### src/rtl/frame_check_sequence_engine.sv
// Ethernet CRC-32 FCS engine: folds DATA_BYTES kept bytes per beat into the LFSR and
// reports FCS, residue check, saturating frame length and keep errors one cycle after frame end.
module frame_check_sequence_engine #(
    parameter int unsigned DATA_BYTES   = 4,
    parameter int unsigned LENGTH_WIDTH = 16
) (
    input  logic                    clock,
    input  logic                    reset_n,
    input  logic [8*DATA_BYTES-1:0] data,
    input  logic [DATA_BYTES-1:0]   data_keep,
    input  logic                    data_enable,
    input  logic                    data_last,
    input  logic                    data_abort,
    output logic [31:0]             checksum,
    output logic                    checksum_valid,
    output logic                    fcs_match,
    output logic [LENGTH_WIDTH-1:0] frame_length,
    output logic                    keep_error
);
    localparam logic [31:0] POLY    = 32'h04C1_1DB7;
    localparam logic [31:0] RESIDUE = 32'hC704_DD7B;

    typedef enum logic {IDLE, ACTIVE} state_t;
    state_t state, state_next;

    logic [31:0]             lfsr, lfsr_base, lfsr_next, fcs_rev;
    logic [LENGTH_WIDTH-1:0] byte_count, count_next;
    logic [LENGTH_WIDTH:0]   kept_sum, count_sum;
    logic [DATA_BYTES-1:0]   keep_inc;
    logic                    error_flag, keep_bad, frame_end;

    // Non-reflected LFSR step; data bits enter LSB first.
    function automatic logic [31:0] crc_byte(input logic [31:0] crc, input logic [7:0] b);
        logic [31:0] r;
        r = crc;
        for (int unsigned i = 0; i < 8; i++) begin
            if (r[31] ^ b[i]) r = {r[30:0], 1'b0} ^ POLY;
            else              r = {r[30:0], 1'b0};
        end
        return r;
    endfunction

    always_ff @(posedge clock or negedge reset_n) begin
        if (!reset_n) state <= IDLE;
        else          state <= state_next;
    end

    always_comb begin
        state_next = state;
        case (state)
            IDLE:    if (!data_abort && data_enable && !data_last) state_next = ACTIVE;
            ACTIVE:  if (data_abort || (data_enable && data_last)) state_next = IDLE;
            default: state_next = IDLE;
        endcase
    end

    assign lfsr_base = (state == IDLE) ? '1 : lfsr;
    assign frame_end = data_enable & data_last & ~data_abort;

    always_comb begin
        lfsr_next = lfsr_base;
        kept_sum  = '0;
        for (int unsigned k = 0; k < DATA_BYTES; k++) begin
            if (data_keep[k]) begin
                lfsr_next = crc_byte(lfsr_next, data[8*k +: 8]);
                kept_sum  = kept_sum + (LENGTH_WIDTH+1)'(1);
            end
        end
    end

    always_comb begin
        count_sum  = {1'b0, byte_count} + kept_sum;
        count_next = count_sum[LENGTH_WIDTH] ? '1 : count_sum[LENGTH_WIDTH-1:0];
    end

    // A last-beat keep is legal only as a nonzero run of ones from bit 0 (keep & (keep+1) == 0).
    always_comb begin
        keep_inc = data_keep + DATA_BYTES'(1);
        if (data_last) keep_bad = (data_keep == '0) || ((data_keep & keep_inc) != '0);
        else           keep_bad = (data_keep != '1);
    end

    always_comb begin
        fcs_rev = '0;
        for (int unsigned i = 0; i < 32; i++) fcs_rev[i] = ~lfsr_next[31-i];
    end

    always_ff @(posedge clock or negedge reset_n) begin
        if (!reset_n) begin
            lfsr           <= '1;
            byte_count     <= '0;
            error_flag     <= 1'b0;
            checksum       <= '0;
            checksum_valid <= 1'b0;
            fcs_match      <= 1'b0;
            frame_length   <= '0;
            keep_error     <= 1'b0;
        end else begin
            checksum_valid <= 1'b0;
            if (data_abort || frame_end) begin
                lfsr       <= '1;
                byte_count <= '0;
                error_flag <= 1'b0;
            end else if (data_enable) begin
                lfsr       <= lfsr_next;
                byte_count <= count_next;
                error_flag <= error_flag | keep_bad;
            end
            if (frame_end) begin
                checksum       <= {fcs_rev[7:0], fcs_rev[15:8], fcs_rev[23:16], fcs_rev[31:24]};
                checksum_valid <= 1'b1;
                fcs_match      <= (lfsr_next == RESIDUE);
                frame_length   <= count_next;
                keep_error     <= error_flag | keep_bad;
            end
        end
    end
endmodule

### config.mk
export PLATFORM = sky130hd
export DESIGN_NAME = frame_check_sequence_engine
export DESIGN_NICKNAME = d
export VERILOG_FILES = /design/src/rtl/frame_check_sequence_engine.sv
export SDC_FILE = /design/constraint.sdc
export NUM_CORES = 1
export LEC_CHECK = 0
export CAP_MARGIN = 20
export CELL_PAD_IN_SITES_DETAIL_PLACEMENT = 0
export CELL_PAD_IN_SITES_GLOBAL_PLACEMENT = 1
export CORE_MARGIN = 10
export CORE_UTILIZATION = 46
export CTS_CLUSTER_DIAMETER = 60
export DETAILED_ROUTE_END_ITERATION = 10
export PLACE_DENSITY = 0.78
export SETUP_SLACK_MARGIN = 0.15
export SLEW_MARGIN = 10
export SYNTH_ARGS = -nofsm -noshare
export SYNTH_HDL_FRONTEND = slang
export SYNTH_SLANG_ARGS = --single-unit
### constraint.sdc
create_clock -name clock -period 7.2 [get_ports clock]
set_input_delay 2.16 -clock clock [delete_from_list [all_inputs] [get_ports clock]]
set_output_delay 2.16 -clock clock [all_outputs]
set_load 0.005 [all_outputs]
==> impl_results.md, run 1 <==
* Area of the multi-input gates at 0.00819 sq mm
* Vias per cell at 5.54
* Ys async rst share at 1.00
* Maximum root-to-sink buffer count at 2
* Largest net degree at the start of global routing at 84
* Fin util at 0.629
* Period utilisation layout at 0.955
* Crit path from: data[4]
* Post-Synthesis Cell Area at 0.0108 sq mm
* CTS tree: done
* Minimum clock period at 6.87 ns
* Crit path max fanout at 3
* All-Layer GR Usage at 0.242
* Grt ovf at 0
* Setup slack, reg-to-reg at 1.49 ns
* Root Driver: clkbuf_16
* Max_slew headroom at 0.437
* Ant diodes at 0
* Fmax at 145 MHz
* Synth cell types at 89
* # setup viols final at 0
* Worst Reg-to-Reg Cells at 21
* Clk_lat worst skew at 0.35 ns
* Synth Register Bits at 101
* # hold bufs at CTS at 0
* Slew Viols, Final at 0
* Total number of vias at 10200
* Post-route cell area at 0.0144 sq mm
* First drt pass iteration count at 6
* Hold Vio Cnt, Final at 0
* Hold crit path type: flip-flop to flip-flop
* Fin nets at 1564
* Placer Congestion at 0.975
* EDFF count, synth at 0
* Worst setup SP type: input pin
* CTS Sinks at 101
* Outcome: finished clean
* Critical path data arrival time at 7.08 ns
* Clock transition at path regs at 0.07 ns
* Max-Cap Viols at 0
* Initial Util at 0.472
* Crit Path Category: input pin to flip-flop
* Critical R2R Launch: state$_DFF_PN0_
* Fillers at 2015
* Top FF cell, synth: dfrtp_1
* Total wire length at 38200 um
* First-pass GRT wire length at 57400 um
* Critical Path RT at 7.41 ns
* DR WL/cell at 20.8 um
* # rows at 55
* P&R area growth vs syn at 33.0%
* RSZ-0062 raised after global routing: false
* Die W at 173 um
* Setup TNS at 0 ns
* Post-synthesis sequential area ratio at 0.238
* Syn Inst Count at 1240
* I/O pin total at 92
* Register area at 0.00257 sq mm
* Die area at 0.0300 sq mm
* RR Endpoint: fcs_match$_DFFE_PN0P_
* Die Ht at 173 um
* Core region area at 0.0228 sq mm
* Worst Clk Skew at 0.00744 ns
* DP Area at 0.0134 sq mm
* Hold slack at 0.468 ns
* Number of global-route vias before repair at 9626
* Initial antenna violation count at 0
* Layout cells sized above 1 at 0.282
* HPWL after DPL at 29700 um
* First-iteration detailed-routing DRC count at 944
* H-Tree Depth at 3
* Total of warnings raised by yosys at 0
* Setup crit end kind: flip-flop
* Routed Antenna Nets at 0
* Worst slew pin tran at 0.841 ns
* DRC at 0
* PortBufs at 91
* Post-synthesis area per instance at 8.70 sq um
* Net Count, Synth at 1290
* TritonCTS buffer count at 9
* Setup crit end: checksum[5]$_DFFE_PN0P_
worst min path at each step:
stage                            startpoint                            to  slack [ns]  depth (start not counted)
6_report       frame_length[13]$_DFFE_PN0P_  frame_length[13]$_DFFE_PN0P_        0.47                          2
5_1_grt         frame_length[4]$_DFFE_PN0P_   frame_length[4]$_DFFE_PN0P_        0.50                          2
4_1_cts        frame_length[13]$_DFFE_PN0P_  frame_length[13]$_DFFE_PN0P_        0.47                          2
3_5_place_dp   frame_length[13]$_DFFE_PN0P_  frame_length[13]$_DFFE_PN0P_        0.46                          2
3_3_place_gp    frame_length[8]$_DFFE_PN0P_   frame_length[8]$_DFFE_PN0P_        0.45                          2
2_1_floorplan     byte_count[0]$_DFFE_PN0P_     byte_count[0]$_DFFE_PN0P_        0.46                          2
cell type report:
type | count | area share
repair buffers | 343 | 0.200
inverters | 18 | 0.00470
clock inverters | 6 | 0.00279
clock buffers | 10 | 0.0159
well taps | 313 | 0.0273
flip-flops and latches | 101 | 0.179
multi-input cells | 1041 | 0.570
cell usage in the layout, fill, tap and decap left out, types with 5 or more instances in the layout:
| cell type | Yosys | final |
|---|---|---|
| and3_1 | 8 | 8 |
| nand2b_1 | 17 | 17 |
| clkdlybuf4s50_1 | 0 | 78 |
| xor2_4 | 4 | 7 |
| dlymetal6s2s_1 | 0 | 5 |
| xor2_1 | 91 | 80 |
| a211oi_1 | 14 | 11 |
| o211ai_1 | 12 | 12 |
| xor3_1 | 5 | 5 |
| mux2_2 | 6 | 5 |
| clkbuf_16 | 0 | 9 |
| a31oi_1 | 12 | 12 |
| nor2_1 | 108 | 107 |
| o21ai_1 | 6 | 8 |
| and2_1 | 12 | 11 |
| o21ai_0 | 90 | 86 |
| xnor3_1 | 26 | 25 |
| ha_1 | 8 | 8 |
| a21oi_1 | 79 | 68 |
| mux2i_1 | 37 | 33 |
| dfstp_2 | 32 | 32 |
| o22a_1 | 20 | 20 |
| or2_2 | 8 | 8 |
| xnor2_1 | 165 | 147 |
| a211o_1 | 6 | 6 |
| xor2_2 | 5 | 13 |
| buf_6 | 4 | 7 |
| nand2_1 | 139 | 137 |
| dfrtp_1 | 69 | 69 |
| buf_4 | 8 | 241 |
| xnor2_2 | 7 | 25 |
| nand4_1 | 10 | 10 |
| a21oi_2 | 0 | 11 |
| a21o_1 | 9 | 9 |
| o22ai_1 | 11 | 11 |
| nor3_1 | 15 | 12 |
| inv_1 | 16 | 16 |
| nand3_1 | 19 | 18 |
Yosys cell counts, types with 14 or more instances:
master,count,area share
xor2_1,91,0.074
o22a_1,20,0.016
buf_2,17,0.0079
nor3_1,15,0.0070
xnor2_1,165,0.13
clkbuf_1,40,0.014
a211oi_1,14,0.0097
o21ai_0,90,0.042
nor2_1,108,0.038
mux2i_1,37,0.034
a21oi_1,79,0.037
nand2b_1,17,0.0099
dfstp_2,32,0.078
inv_1,16,0.0056
nand3_1,19,0.0088
dfrtp_1,69,0.16
nand2_1,139,0.048
xnor3_1,26,0.054
critical path, stage by stage:
cell	delay (ns)
dlygate4sd2_1	0.30
xor2_2	0.25
xnor2_2	0.14
xor2_1	0.15
buf_4	0.15
xor3_1	0.26
mux2i_4	0.16
buf_4	0.14
buf_4	0.11
xnor3_1	0.37
mux2_4	0.30
xor2_4	0.16
buf_4	0.16
xnor2_4	0.15
xnor3_1	0.37
a21oi_4	0.19
buf_12	0.14
xor2_4	0.08
buf_6	0.14
xor2_4	0.18
buf_4	0.17
buf_4	0.13
and2_1	0.16
buf_4	0.13
o31ai_2	0.20
buf_4	0.16
o21ai_0	0.07
through the flow:
stage	worst slack (ns)	instances
floorplan	0.154	1240
global placement	-0.273	1780
detailed placement	-0.328	1781
CTS	0.156	1802
global route	0.160	1832
finish	0.325	1832
layer usage:
| layer | up-vias | GRT usage | part of all wire |
|---|---|---|---|
| li1 | 4826 | - | - |
| met1 | 4928 | 0.348 | 0.47 |
| met2 | 343 | 0.368 | 0.45 |
| met5 | - | 0 | 0 |
| met4 | 0 | 0.0711 | 0.024 |
| met3 | 59 | 0.0320 | 0.060 |
state kept, by name (all words and copies together), names as in the netlist:
name,count
error_flag,1
frame_length,16
lfsr,32
keep_error,1
checksum,32
fcs_match,1
state,1
checksum_valid,1
byte_count,16
timing repair:
action	4_1_cts	5_1_grt
buffers inserted	5	29
cloned	0	0
gates resized for setup	19	73
pin swaps	9	44
endpoints found under the setup margin	5	39
cells by family (layout without fill, tap and decap cells):
group           count (synthesis)  after routing  synth area share
other cells                     1              1          0.000347
compound gates                315            315             0.191
flops                         101            101             0.238
xor+xnor                      311            311             0.321
simple gates                  358            358             0.149
buf+inv                        98            377            0.0420
fa+ha+maj                       9              9            0.0111
mux                            47             47            0.0482
Power of run 1 is left out: the tool's default activity adds up to more than one toggle a clock period on the data nets, which glitch-free logic cannot reach.
==> run 2: changes to the inputs <==
--- a/config.mk
+++ b/config.mk
@@ -12,6 +12,7 @@
 export CORE_UTILIZATION = 46
 export CTS_CLUSTER_DIAMETER = 60
 export DETAILED_ROUTE_END_ITERATION = 10
+export GPL_ROUTABILITY_DRIVEN = 0
 export PLACE_DENSITY = 0.78
 export SETUP_SLACK_MARGIN = 0.15
 export SLEW_MARGIN = 10
==> run 2 against run 1 <==
First-iteration DRC count grew 3.2%. Wire length shrank 2.5%. Clock-buffer cell count is the same. Final cell count shrank 0.93%. Die area is the same. Global-route usage shrank 0.42 points. Clock skew grew 0.0017 ns. Utilization grew 0.11 points. Sequential share of layout area is essentially flat. Worst hold slack is essentially flat. Largest cell class unchanged.
==> impl_results.md, run 2 (synthesis results as in run 1) <==
* Outcome: finished clean
* Layout cells sized above 1 at 0.274
* # setup viols final at 0
* PortBufs at 91
* CTS Sinks at 101
* # rows at 55
* Worst slew pin tran at 0.806 ns
* Crit Path Category: input pin to flip-flop
* Setup TNS at 0 ns
* Slew Viols, Final at 0
* CTS tree: done
* Critical Path RT at 7.45 ns
* Minimum clock period at 6.82 ns
* Ant diodes at 0
* Worst setup SP type: input pin
* CP Cell Sequence: dlymetal6s2s_1 > buf_6 > xor2_2 > or3b_1 > o211ai_1 > buf_4 > xor2_4 > xor2_2 > xnor3_1 > mux2_4 > xor2_4 > buf_4 > xnor2_4 > xnor3_1 > a21oi_4 > buf_12 > xor2_4 > buf_4 > xor3_2 > xor2_1 > o21ai_1 > nor4_1 > nand3_1 > o31ai_2
* Fillers at 2045
* Die Ht at 173 um
* Crit path max fanout at 7
* First drt pass iteration count at 5
* Core region area at 0.0228 sq mm
* Maximum root-to-sink buffer count at 2
* I/O pin total at 92
* Most common cell after layout, fill and taps aside: buf_4
* Worst Reg-to-Reg Cells at 21
* Setup crit end kind: flip-flop
* CP delay by family, top: XOR/XNOR gates
* Fin nets at 1547
* Clk_lat worst skew at 0.35 ns
* Initial Util at 0.472
* P&R area growth vs syn at 33.3%
* DRC at 0
* Max_slew headroom at 0.460
* First-pass GRT wire length at 57000 um
* First-iteration detailed-routing DRC count at 974
* HPWL after DPL at 28800 um
* Post-route cell area at 0.0144 sq mm
* Number of global-route vias before repair at 9682
* Die area at 0.0300 sq mm
* Fmax at 147 MHz
* # hold bufs at CTS at 0
* Clock transition at path regs at 0.07 ns
* Period utilisation layout at 0.948
* Cell Count, Final, Fillers Out at 1815
* Most frequent cells in the layout: 225 x buf_4, 149 x xnor2_1, 137 x nand2_1
* Worst path depth at 24
* Die W at 173 um
* CP max-delay cell: xnor3_1
* Delay of the slowest critical-path stage at 0.40 ns
* H-Tree Depth at 3
* Root Driver: clkbuf_16
* Worst path buffer plus inverter count at 6
* Biggest regs: checksum: 32 flops, lfsr: 32 flops
* Worst Clk Skew at 0.00917 ns
* Initial antenna violation count at 0
* TritonCTS buffer count at 9
* Total wire length at 37200 um
* Total number of vias at 10000
* Vias per cell at 5.53
* DR WL/cell at 20.5 um
* Largest net degree at the start of global routing at 74
* DP Area at 0.0133 sq mm
* Hold Path Cell Cnt at 2
* Grt ovf at 0
* Dpl cells at 1768
* Routed Antenna Nets at 0
* Max-Cap Viols at 0
* Hold Vio Cnt, Final at 0
* RSZ-0062 raised after global routing: false
* Hold crit path type: flip-flop to flip-flop
* Critical path data arrival time at 7.08 ns
* All-Layer GR Usage at 0.237
## run 2: cell count changes in the layout (fill, tap and decap cells not counted), sizes merged
cell / delta
buf: -17
bufinv: +4
clkinv: -3
clkbuf: +1
clkinvlp: -1
dlygate4sd2: -1
## run 2: routing by layer
layer,track usage,part of all wire
met4,0.0658,0.028
met5,0,0
met2,0.365,0.45
met3,0.0362,0.062
met1,0.338,0.46
## run 2: what timing repair did
item | in CTS | in global routing
gates resized for setup | 33 | 70
pin swaps | 13 | 38
setup endpoints to repair | 6 | 36
buffers inserted | 5 | 26
## run 2: path summary, 6_finish.rpt
path                                              start                           end  slack, ns
min reg2reg                frame_length[10]$_DFFE_PN0P_  frame_length[10]$_DFFE_PN0P_       0.47
min in group asynchronous                       reset_n   frame_length[6]$_DFFE_PN0P_       1.80
max                                             data[5]         fcs_match$_DFFE_PN0P_       0.38
min                        frame_length[10]$_DFFE_PN0P_  frame_length[10]$_DFFE_PN0P_       0.47
max in group asynchronous                       reset_n      checksum[25]$_DFFE_PN0P_       4.24
max reg2reg                             state$_DFF_PN0_         fcs_match$_DFFE_PN0P_       1.59
## run 2: area by class of cell
class	instances	area [sq um]	share of cell area
Tap cell	313	392	0.0272
Clock buffer	10	239	0.0166
Clock inverter	6	134	0.00931
Sequential cell	101	2570	0.178
Timing Repair Buffer	326	2740	0.190
Inverter	18	67.6	0.00470
Multi-Input combinational cell	1041	8250	0.574
## run 2: tightest hold or removal path: cells and delay by family (launching register included)
family	cells	cell delay (ns)
flip-flops	1	0.34
AND/OR/NAND/NOR	2	0.10
## run 2: through the flow
| step | util | hold WS [ns] | setup slack [ns] |
|---|---|---|---|
| 4_1_cts | 0.608 | 0.472 | 0.161 |
| 6_report | 0.630 | 0.468 | 0.377 |
| 3_5_place_dp | 0.580 | 0.455 | -0.331 |
| 5_1_grt | 0.630 | 0.497 | 0.144 |
| 3_3_place_gp | 0.580 | 0.450 | -0.204 |
| 2_1_floorplan | - | 0.456 | 0.154 |
Power of run 2 is left out for the same reason.
==> run 3: changes to the inputs <==
--- a/config.mk
+++ b/config.mk
@@ -15,6 +15,7 @@
 export GPL_ROUTABILITY_DRIVEN = 0
 export PLACE_DENSITY = 0.78
 export SETUP_SLACK_MARGIN = 0.15
+export SKIP_CTS_REPAIR_TIMING = 1
 export SLEW_MARGIN = 10
 export SYNTH_ARGS = -nofsm -noshare
 export SYNTH_HDL_FRONTEND = slang
==> run 3 against run 2 <==
Design area is 1.0% higher. Non-clock buffer count rose by 6. Register-to-register slack lost 0.02 ns. First-iteration DRC count fell by 9.0%. Worst hold slack barely moved. Die area is the same. Wire length increased by 0.37%. Via count grew 1.1%. Critical path type unchanged.
==> impl_results.md, run 3 (synthesis results as in run 1) <==
* Outcome: finished clean
* All-Layer GR Usage at 0.235
* Die Ht at 173 um
* CTS tree: done
* Hold crit path type: flip-flop to flip-flop
* Crit path top cell by count: xor2_4
* Minimum clock period at 6.84 ns
* Worst Reg-to-Reg Cells at 20
* Die area at 0.0300 sq mm
* Total wire length at 37400 um
* I/O pin total at 92
* Clock transition at path regs at 0.07 ns
* Vias per cell at 5.57
* Setup crit end kind: flip-flop
* Worst setup SP type: input pin
* Period utilisation layout at 0.950
* Die W at 173 um
* Clk_lat worst skew at 0.35 ns
* Worst slew pin tran at 0.793 ns
* Most frequent cells in the layout: 230 x buf_4, 145 x xnor2_1, 137 x nand2_1
* Hold Vio Cnt, Final at 0
* Fmax at 146 MHz
* Root Driver: clkbuf_16
* PortBufs at 91
* CP max-delay cell: xor3_1
* Setup slack, reg-to-reg at 1.57 ns
* DRC at 0
* HP Start: frame_length[13]$_DFFE_PN0P_
* RSZ-0062 raised after global routing: false
* DR WL/cell at 20.5 um
* CTS Sinks at 101
* Setup TNS at 0 ns
* HPWL after DPL at 28800 um
* Critical Path RT at 7.45 ns
* RR Endpoint: fcs_match$_DFFE_PN0P_
* CP Cell Sequence: clkbuf_2 > buf_6 > xor3_1 > a21o_1 > a41oi_1 > o22ai_1 > buf_4 > xor2_2 > xnor3_1 > mux2_4 > xor2_4 > xnor2_4 > xnor3_1 > a21oi_4 > xor2_4 > buf_12 > xor2_4 > xor2_2 > nor2_1 > o31ai_4 > nand4_1 > o31ai_2
* Core region area at 0.0228 sq mm
* Critical R2R Launch: lfsr[31]$_DFFE_PN1P_
* CP delay by family, top: XOR/XNOR gates
* Delay of the slowest critical-path stage at 0.45 ns
* Biggest regs: checksum: 32 flops, lfsr: 32 flops
* Layout cells sized above 1 at 0.283
* Routed Antenna Nets at 0
* Hold slack at 0.468 ns
* # setup viols final at 0
* First-iteration detailed-routing DRC count at 886
* Worst Clk Skew at 0.0129 ns
* Max_slew headroom at 0.470
* Critical path data arrival time at 7.09 ns
* Max-Cap Viols at 0
* TritonCTS buffer count at 9
* Number of global-route vias before repair at 9593
* Most common cell after layout, fill and taps aside: buf_4
* H-Tree Depth at 3
* Slew Viols, Final at 0
* Total number of vias at 10100
* P&R area growth vs syn at 34.7%
* First-pass GRT wire length at 56300 um
* Fin nets at 1553
* Crit path max fanout at 7
* First drt pass iteration count at 6
* Largest net degree at the start of global routing at 74
* Worst path buffer plus inverter count at 4
* # rows at 55
* Grt ovf at 0
* Initial antenna violation count at 0
* Initial Util at 0.472
* Crit Path Category: input pin to flip-flop
* Hold Path Cell Cnt at 2
* Maximum root-to-sink buffer count at 2
* Ant diodes at 0
* End point of the worst hold path: frame_length[13]$_DFFE_PN0P_
## run 3: layer usage
| layer | vias up | part of all wire | track usage |
|---|---|---|---|
| met5 | - | 0 | 0 |
| met4 | 0 | 0.028 | 0.0622 |
| met3 | 62 | 0.068 | 0.0353 |
| met2 | 398 | 0.45 | 0.362 |
| met1 | 4884 | 0.46 | 0.334 |
| li1 | 4795 | - | - |
## run 3: worst reg2reg max path, cell delays in order, from the launching register on
cell and delay [ns]:
dfstp_2 0.77, xor3_1 0.50, o311ai_4 0.42, buf_4 0.21
xnor2_4 0.09, xnor2_2 0.20, xor2_1 0.24, xnor2_2 0.12
a211o_1 0.33, a211o_1 0.37, a21o_1 0.21, a31oi_2 0.22
buf_4 0.18, xor2_2 0.16, buf_4 0.15, xor3_2 0.48
xor2_1 0.16, o21ai_1 0.12, nor4_1 0.22, nand3_1 0.13
o31ai_2 0.25
## run 3: how the worst max path moves through the flow
stage | from | endpoint | slack [ns] | cells past startpoint
after floorplan | data[1] | fcs_match$_DFFE_PN0P_ | 0.15 | 19
after global placement | data[4] | fcs_match$_DFFE_PN0P_ | -0.20 | 23
after detailed placement | data[3] | fcs_match$_DFFE_PN0P_ | -0.33 | 20
after CTS | data[3] | fcs_match$_DFFE_PN0P_ | -0.006 | 22
after global routing | data[5] | fcs_match$_DFFE_PN0P_ | 0.15 | 22
final | data[2] | fcs_match$_DFFE_PN0P_ | 0.36 | 22
## run 3: cell type report
class	instances	area, sq um
Timing Repair Buffer	332	2790
Clock inverter	6	134
Clock buffer	10	239
Inverter	18	67.6
Multi-Input combinational cell	1041	8350
Sequential cell	101	2570
Tap cell	313	392
Fill cell	2043	8310
## run 3: stage by stage
stage | util | instances | area, sq um | setup WS [ns]
global route | 0.636 | 1821 | 14500 | 0.155
CTS | 0.597 | 1784 | 13600 | -0.00572
floorplan | - | 1240 | 10800 | 0.154
global placement | 0.580 | 1767 | 13300 | -0.204
detailed placement | 0.580 | 1768 | 13300 | -0.331
finish | 0.636 | 1821 | 14500 | 0.360
Power of run 3 is left out for the same reason.
